File: src/rtl/sensor_conditioner.sv
// Block-averages moisture/light ADC codes into hysteretic dryness flags and a debounced light class.
// One cycle from the window-completing strobe to registered outputs and out_valid; no backpressure.
module sensor_conditioner #(
   parameter int DATA_W   = 8,
   parameter int AVG_LOG2 = 2,
   parameter int CONFIRM  = 3,
   parameter int HYST     = 4
) (
   input  logic              clk,
   input  logic              rst_n,
   input  logic              sample_valid,
   input  logic [DATA_W-1:0] m_adc,
   input  logic [DATA_W-1:0] l_adc,
   input  logic [DATA_W-1:0] m_level_1,
   input  logic [DATA_W-1:0] m_level_2,
   input  logic [DATA_W-1:0] l_dark,
   input  logic [DATA_W-1:0] l_bright,
   output logic [DATA_W-1:0] m_avg,
   output logic [DATA_W-1:0] l_avg,
   output logic              m_dry,
   output logic              m_very_dry,
   output logic [1:0]        l_class,
   output logic              out_valid
);

   localparam int ACC_W = DATA_W + AVG_LOG2;
   localparam int CNT_W = $clog2(CONFIRM + 1);

   typedef enum logic [1:0] {
      NIGHT = 2'b00,
      DAWN  = 2'b01,
      DAY   = 2'b10,
      DUSK  = 2'b11
   } light_t;

   logic [AVG_LOG2-1:0] sample_cnt;
   logic [ACC_W-1:0]    m_acc;
   logic [ACC_W-1:0]    l_acc;
   logic [ACC_W-1:0]    m_sum;
   logic [ACC_W-1:0]    l_sum;
   logic [ACC_W-1:0]    m_shift;
   logic [ACC_W-1:0]    l_shift;
   logic [DATA_W-1:0]   m_new;
   logic [DATA_W-1:0]   l_new;
   logic                window_done;

   light_t              light_state;
   light_t              last_target;
   light_t              target;
   logic                target_hit;
   logic [CNT_W-1:0]    confirm_cnt;
   logic [CNT_W-1:0]    confirm_nxt;

   // The completing sample is folded in combinationally so its window lands without an extra cycle.
   assign m_sum       = m_acc + ACC_W'(m_adc);
   assign l_sum       = l_acc + ACC_W'(l_adc);
   assign m_shift     = m_sum >> AVG_LOG2;
   assign l_shift     = l_sum >> AVG_LOG2;
   assign m_new       = m_shift[DATA_W-1:0];
   assign l_new       = l_shift[DATA_W-1:0];
   assign window_done = sample_valid && (sample_cnt == {AVG_LOG2{1'b1}});
   assign l_class     = light_state;

   function automatic logic [DATA_W-1:0] clear_level(input logic [DATA_W-1:0] level);
      logic [DATA_W:0] sum;
      sum = {1'b0, level} + (DATA_W+1)'(HYST);
      return sum[DATA_W] ? {DATA_W{1'b1}} : sum[DATA_W-1:0];
   endfunction

   function automatic logic hyst_flag(input logic              prev,
                                      input logic [DATA_W-1:0] avg,
                                      input logic [DATA_W-1:0] level);
      logic flag;
      flag = prev;
      if (avg < level) begin
         flag = 1'b1;
      end else if (avg >= clear_level(level)) begin
         flag = 1'b0;
      end
      return flag;
   endfunction

   // Exit target for the new light average; brighter target wins when both conditions hold.
   always_comb begin
      target_hit = 1'b0;
      target     = light_state;
      unique case (light_state)
         NIGHT: begin
            if (l_new >= l_dark) begin
               target_hit = 1'b1;
               target     = DAWN;
            end
         end
         DAY: begin
            if (l_new < l_bright) begin
               target_hit = 1'b1;
               target     = DUSK;
            end
         end
         DAWN, DUSK: begin
            if (l_new >= l_bright) begin
               target_hit = 1'b1;
               target     = DAY;
            end else if (l_new < l_dark) begin
               target_hit = 1'b1;
               target     = NIGHT;
            end
         end
         default: begin
            target_hit = 1'b0;
            target     = light_state;
         end
      endcase
   end

   // A switch between DAWN/DUSK exit directions restarts the shared count at this update.
   always_comb begin
      confirm_nxt = '0;
      if (target_hit) begin
         if ((confirm_cnt != '0) && (target != last_target)) begin
            confirm_nxt = CNT_W'(1);
         end else begin
            confirm_nxt = confirm_cnt + CNT_W'(1);
         end
      end
   end

   always_ff @(posedge clk) begin
      if (!rst_n) begin
         sample_cnt  <= '0;
         m_acc       <= '0;
         l_acc       <= '0;
         m_avg       <= '0;
         l_avg       <= '0;
         m_dry       <= 1'b0;
         m_very_dry  <= 1'b0;
         out_valid   <= 1'b0;
         light_state <= NIGHT;
         last_target <= NIGHT;
         confirm_cnt <= '0;
      end else begin
         out_valid <= 1'b0;
         if (sample_valid) begin
            sample_cnt <= sample_cnt + AVG_LOG2'(1);
            if (window_done) begin
               m_acc      <= '0;
               l_acc      <= '0;
               m_avg      <= m_new;
               l_avg      <= l_new;
               m_dry      <= hyst_flag(m_dry, m_new, m_level_1);
               m_very_dry <= hyst_flag(m_very_dry, m_new, m_level_2);
               out_valid  <= 1'b1;
               if (target_hit) begin
                  last_target <= target;
               end
               if (target_hit && (confirm_nxt == CNT_W'(CONFIRM))) begin
                  light_state <= target;
                  confirm_cnt <= '0;
               end else begin
                  confirm_cnt <= confirm_nxt;
               end
            end else begin
               m_acc <= m_sum;
               l_acc <= l_sum;
            end
         end
      end
   end

endmodule
File: config.mk
export PLATFORM = sky130hd
export DESIGN_NAME = sensor_conditioner
export DESIGN_NICKNAME = d
export VERILOG_FILES = /design/src/rtl/sensor_conditioner.sv
export SDC_FILE = /design/constraint.sdc
export NUM_CORES = 1
export LEC_CHECK = 0
export ABC_CLOCK_PERIOD_IN_PS = 4650
export CAP_MARGIN = 20
export CELL_PAD_IN_SITES_DETAIL_PLACEMENT = 1
export CELL_PAD_IN_SITES_GLOBAL_PLACEMENT = 1
export CORE_AREA = 2 2 108 110
export CTS_BUF_LIST = sky130_fd_sc_hd__clkbuf_8
export CTS_CLUSTER_SIZE = 28
export DETAILED_ROUTE_END_ITERATION = 8
export DIE_AREA = 0 0 110 112
export PLACE_DENSITY = 0.79
export REMOVE_ABC_BUFFERS = 1
export SYNTH_ARGS = -nofsm -noshare
export SYNTH_HDL_FRONTEND = slang
export SYNTH_SLANG_ARGS = --single-unit
File: constraint.sdc
create_clock -name clk -period 4.65 [get_ports clk]
set_input_delay 0.6975 -clock clk [delete_from_list [all_inputs] [get_ports clk]]
set_output_delay 0.6975 -clock clk [all_outputs]
set_load 0.05 [all_outputs]
### Word-level counts from Yosys, hierarchy flattened

Index checks and enable logic that the tools add are counted.

* register bits after elaboration: 47
* bits of input ports: 51

* $add $sub $neg: 6
* order comparisons: 8
* equality and inequality tests: 6
* mux-type cells: 22
* reductions and logical operators: 14

Operators with widths (count)
* >= comparator 8 bit: 4
* less-than comparator 8 bit: 4
* adder 10 x 8 -> 10 bit: 2
* two-way mux 10 bit: 2
* adder 8 x 3 -> 9 bit (second input constant): 2
* two-way mux 8 bit: 2
* two-way mux 2 bit: 7
* AND reduction 3 bit: 4
* two-way mux 1 bit: 9
* == test 2 bit (second input constant): 4
* one-hot mux 2 bit (3 select lines): 1
* nonzero test 2 bit: 3
* adder 2 x 1 -> 2 bit (second input constant): 2
* AND reduction 2 bit: 2
* logical AND 1 bit: 3
* one-hot mux 1 bit (3 select lines): 1
* == test 2 x 1 -> 1 bit (second input constant): 1
* zero test 2 bit: 1
* inequality test 2 bit: 1
* OR reduction 2 bit: 1

### Logic depth before layout (Yosys ltp)

* depth in word-level cells: 12
* gate-level depth with buffers: 16

### Worst setup path after synthesis

No wires, ideal clock.

* path kind: input to register
* from: input l_adc[0]
* to: register light_state[0] (netlist: l_class[0])
* library setup time: 0.125 ns
* data arrival time: 4.071 ns
* required time: 4.525 ns
* path slack: 0.454 ns
* stages on the path: 16
* cells stage by stage: ha_1 -> fa_1 -> a21o_1 -> a21oi_1 -> o21bai_1 -> a2111oi_0 -> or3_1 -> xnor2_1 -> ha_1 -> o21ai_0 -> o21bai_1 -> nor2_1 -> or4b_4 -> a211oi_2 -> o2111ai_2 -> mux2i_1

* longest elaborated chain between the ends: 12
* elaborated cells between the ends (all ways): 22
* those cells by class: add/sub: 1; order compare: 4; eq/ne: 2; mux: 12; reduce/logical: 3

RTL lines
* from (decl): line 13 `input logic [DATA_W-1:0] l_adc,`
* adder 10 x 8 -> 10 bit *: line 56 `assign l_sum = l_acc + ACC_W'(l_adc);`
* via l_sum[8]: line 40 `logic [ACC_W-1:0] l_sum;`
* less-than comparator 8 bit: line 104 `end else if (l_new < l_dark) begin`
* two-way mux 2 bit: line 104
* two-way mux 2 bit: line 101 `if (l_new >= l_bright) begin`
* one-hot mux 2 bit (3 select lines): line 87 `unique case (light_state)`
* inequality test 2 bit: line 120 `if ((confirm_cnt != '0) && (target != last_target)) begin`
* logical AND 1 bit: line 120
* two-way mux 2 bit: line 120
* two-way mux 2 bit: line 119 `if (target_hit) begin`
* == test 2 bit: line 156 `if (target_hit && (confirm_nxt == CNT_W'(CONFIRM))) begin`
* logical AND 1 bit: line 156
* AND reduction 3 bit (no line)
* to (signal assigned): line 157 `light_state <= target;`
* to (decl): line 47 `light_t light_state;`

Mark *: on every way through the listed nets, which the timed path passes. The rest lies on a longest branch.
A chain may end at the register's enable or synchronous reset.

### Final worst setup path

* from: input l_adc[0]
* to: register confirm_cnt[1]

* longest elaborated chain between the ends: 12
* elaborated cells between the ends (all ways): 22
* those cells by class: add/sub: 1; order compare: 4; eq/ne: 2; mux: 13; reduce/logical: 2

RTL lines
* adder 10 x 8 -> 10 bit *: line 56
* via l_sum[8]: line 40
* less-than comparator 8 bit: line 104
* two-way mux 2 bit: line 104
* two-way mux 2 bit: line 101
* one-hot mux 2 bit (3 select lines): line 87
* inequality test 2 bit: line 120
* logical AND 1 bit: line 120
* two-way mux 2 bit: line 120
* two-way mux 2 bit: line 119
* == test 2 bit: line 156
* logical AND 1 bit: line 156
* two-way mux 2 bit *: line 156
* to (signal assigned): line 160 `confirm_cnt <= confirm_nxt;`
* to (decl): line 51 `logic [CNT_W-1:0] confirm_cnt;`

Marks and branches as above.

==> flow_summary.yaml <==
status:
  status: "finished, final reports clean"
flow_run:
  cap_violations: 0
drt:
  post_drt_wl_per_cell_um: 16.03
  first_pass_iters: 4
  drt_iter0_drc: 127
  vias_per_cell: 5.315
  drc_errors: 0
  vias: 3774
  ant_nets: 0
  routed_wl_um: 11380
sta:
  finClkSkew_ns: 0.009131
  hold_slack_ns: 0.4604
  setup_slack_ns: 0.1864
  fin_crit_ns: 4.464
  finalMaxSlewViolations: 0
  timing.slew.headroom: 0.3323
  setup_tns_ns: 0
  fin_crit_sh: 0.9599
  finalSetupViolCount: 0
  max_freq_mhz: 224.0
  hold_violations: 0
  worst_slew_pin_slew_ns: 1.000
setup_path:
  path_delay_family: "compound AO/OA/AOI/OAI gates"
  cp.required_ns: 4.88
  crit_top_cell: "ha_1"
  crit_buf_inv: 2
  cp_slowest_cell: "or4b_4"
  startpoint_type: "input port"
  slowest_delay_ns: 0.50
  worstReg2RegEnd: "confirm_cnt[1]"
  rrSetupSlack_ns: 0.69
  critPathArrivalTime_ns: 4.69
  path_cells: "clkdlybuf4s50_1 -> ha_1 -> fa_2 -> a21o_1 -> a21oi_2 -> o21bai_2 -> a2111oi_4 -> or3_4 -> xnor2_2 -> ha_1 -> o21ai_1 -> o21bai_1 -> nor2_1 -> or4b_4 -> a211oi_4 -> buf_4 -> o2111ai_1 -> a21oi_1"
  ff2ff_path_depth: 17
  critPathMaxFanout: 3
  cp-end-kind: "flip-flop"
  crit_path_start: "l_adc[0]"
  r2r-start: "l_acc[0]"
  critPathKind: "in -> reg"
global_route:
  grt.busiest_layer: "met2"
  grt_pass1_vias: 3931
  antenna_found_initial: 0
  grt_overflow: 0
  use_met1: 0.2211
  grt_max_degree: 31
  grt_util_all_layers: 0.1860
  use_met2: 0.3452
  use_met3: 0.02342
  grt_pass1_wl_um: 18240
clocking:
  cts_tree: "yes"
  clockBufferDepth: 2
  cts_sinks: 47
  cts.clk_slew.worst_paths_ns: 0.10
  htree_levels: 2
  cts-root-buf: "clkbuf_8"
  clk_latency_ns: 0.31
  cts_buffers: 5
synth:
  synth_top_cell_by_area: "dfxtp_1"
  synth_mux_area_frac: 0.02341
  synth_adder_area_share: 0.2250
  ys_ff_latch: 47
  ys_types: 49
  synth_top_family_by_area: "adder cells"
  synthSimpleGateAreaFrac: 0.1906
  async_flop_share: 0
  yosys_warnings: 0
  synth_xor_area_frac: 0.04780
  synth-compound-area-share: 0.2159
  yosysTopAreaCellShare: 0.2446
  synthCells: 484
  synth-edff-count: 0
  synth_area_sq_um: 3847
  synth_seq_area_share: 0.2446
  synth_ff_type: "dfxtp_1"
  yosys-top-cells-area: "dfxtp_1 (24%), ha_1 (21%), nand2_1 (5.5%)"
  synth_area_per_cell_sq_um: 7.949
place:
  port_buffers: 71
  pre_cts_ws_ns: -0.3475
  place_congestion: 0.8668
  hpwl_um: 9053
  postPlaceCellArea_sq_um: 4797
cells_and_area:
  antennaDiodeCount: 0
  finish.instance_area_sq_um: 4986
  multi_input_area_sq_um: 2753
  register_area_sq_um: 940.9
  postLayoutCoreUtil: 0.4462
  nFillCells: 1359
  drive_above_1_share: 0.07231
  final_nets: 685
  area_delta_synth_final_pct: 29.59
die:
  dieHeight_um: 112
  die_w_um: 110
  num_io_pins: 72
  start_util: 0.3443
  fp.dieArea_sq_um: 12320
  rows: 39
  coreArea_sq_um: 11170
min_path:
  hold_path_end: "l_avg[1]"
  hold_depth: 2
  hp-class: "reg -> reg"
  min_from: "l_avg[1]"
power_and_ir_drop:
  p_leak_nw: 2.256
  power_density_nw_per_um2: 287.6
  ir_drop_mv: 0.1437
cells in the final DEF, fill, tap and decap left out, types with 16 or more instances in the layout:
| cell | instances |
|---|---|
| nor2_1 | 53 |
| inv_1 | 40 |
| xnor2_1 | 18 |
| a21oi_1 | 33 |
| clkdlybuf4s50_1 | 71 |
| ha_1 | 66 |
| nand2_1 | 56 |
| dfxtp_1 | 47 |
| nand3_1 | 16 |
| buf_4 | 18 |
registers in the layout, indices dropped and copies added, names as in the netlist:
| register | flops |
|---|---|
| last_target | 2 |
| confirm_cnt | 2 |
| m_very_dry | 1 |
| out_valid | 1 |
| m_avg | 8 |
| m_dry | 1 |
| l_class | 2 |
| l_acc | 10 |
| sample_cnt | 2 |
| m_acc | 10 |
| l_avg | 8 |
stage by stage:
stage | std cells | power, mW
final | 710 | 1.434
after floorplan | 470 | 0.8687
after global placement | 699 | 1.055
after detailed placement | 699 | 1.101
after CTS | 708 | 1.433
after global routing | 710 | 1.546
metal layers:
| layer | up-vias | share of wire |
|---|---|---|
| met5 | - | 0 |
| met4 | 0 | 0.015 |
| met3 | 13 | 0.030 |
| met2 | 57 | 0.52 |
| met1 | 1837 | 0.43 |
| li1 | 1867 | - |
cells by family after synthesis:
logic type | Yosys count
and+or+nand+nor | 163
AOI/OAI and AO/OA | 122
adders and majority gates | 68
buffers and inverters | 54
DFF | 47
xor gates and xnor gates | 21
muxes | 9
cell type report:
cell class	instances	share of cell area
well taps	143	0.03588
flip-flops and latches	47	0.1887
multi-input cells	383	0.5521
inverters	40	0.03011
clock buffers	6	0.01656
repair buffers	89	0.1696
clock inverters	2	0.007026
tightest hold or removal path, stage by stage (launching register included):
cell and delay [ns]:
dfxtp_1 0.32, nand2_1 0.05, a21oi_1 0.05
how the worst max path moves through the flow:
stage	end	slack, ns	cells past startpoint
floorplan	l_class[0]	0.45	16
global placement	l_class[0]	-0.18	17
detailed placement	l_class[0]	-0.35	17
CTS	l_class[0]	0.006	17
global route	l_class[0]	-0.0003	17
finish	confirm_cnt[1]	0.19	18
power by group:
part / internal (mW) / switching (mW)
logic: 0.304 / 0.358
clock network: 0.174 / 0.150
registers: 0.427 / 0.0201
what timing repair did:
action,in CTS,in global routing
gates cloned,0,0
endpoints found under the setup margin,2,6
resized for setup,1,9
hold buffers,0,0
setup buffers,1,2
pin swaps,1,6
synth_stat cells, types with 3 or more instances:
cell type	count
nand2b_1	6
a21o_1	11
nand2_1	56
inv_1	40
o21ai_1	7
a31oi_1	7
nor3_1	10
nor2_1	53
mux2i_1	9
or3_1	4
o21ai_0	15
o21a_1	4
clkbuf_1	14
dfxtp_1	47
a22oi_1	8
nand3b_1	3
a41o_1	4
nand3_1	16
o2bb2ai_1	4
a211oi_1	3
nor2b_1	5
o21bai_1	6
a21oi_1	34
xnor2_1	19
ha_1	66
(Power assumes the default switching activity.)
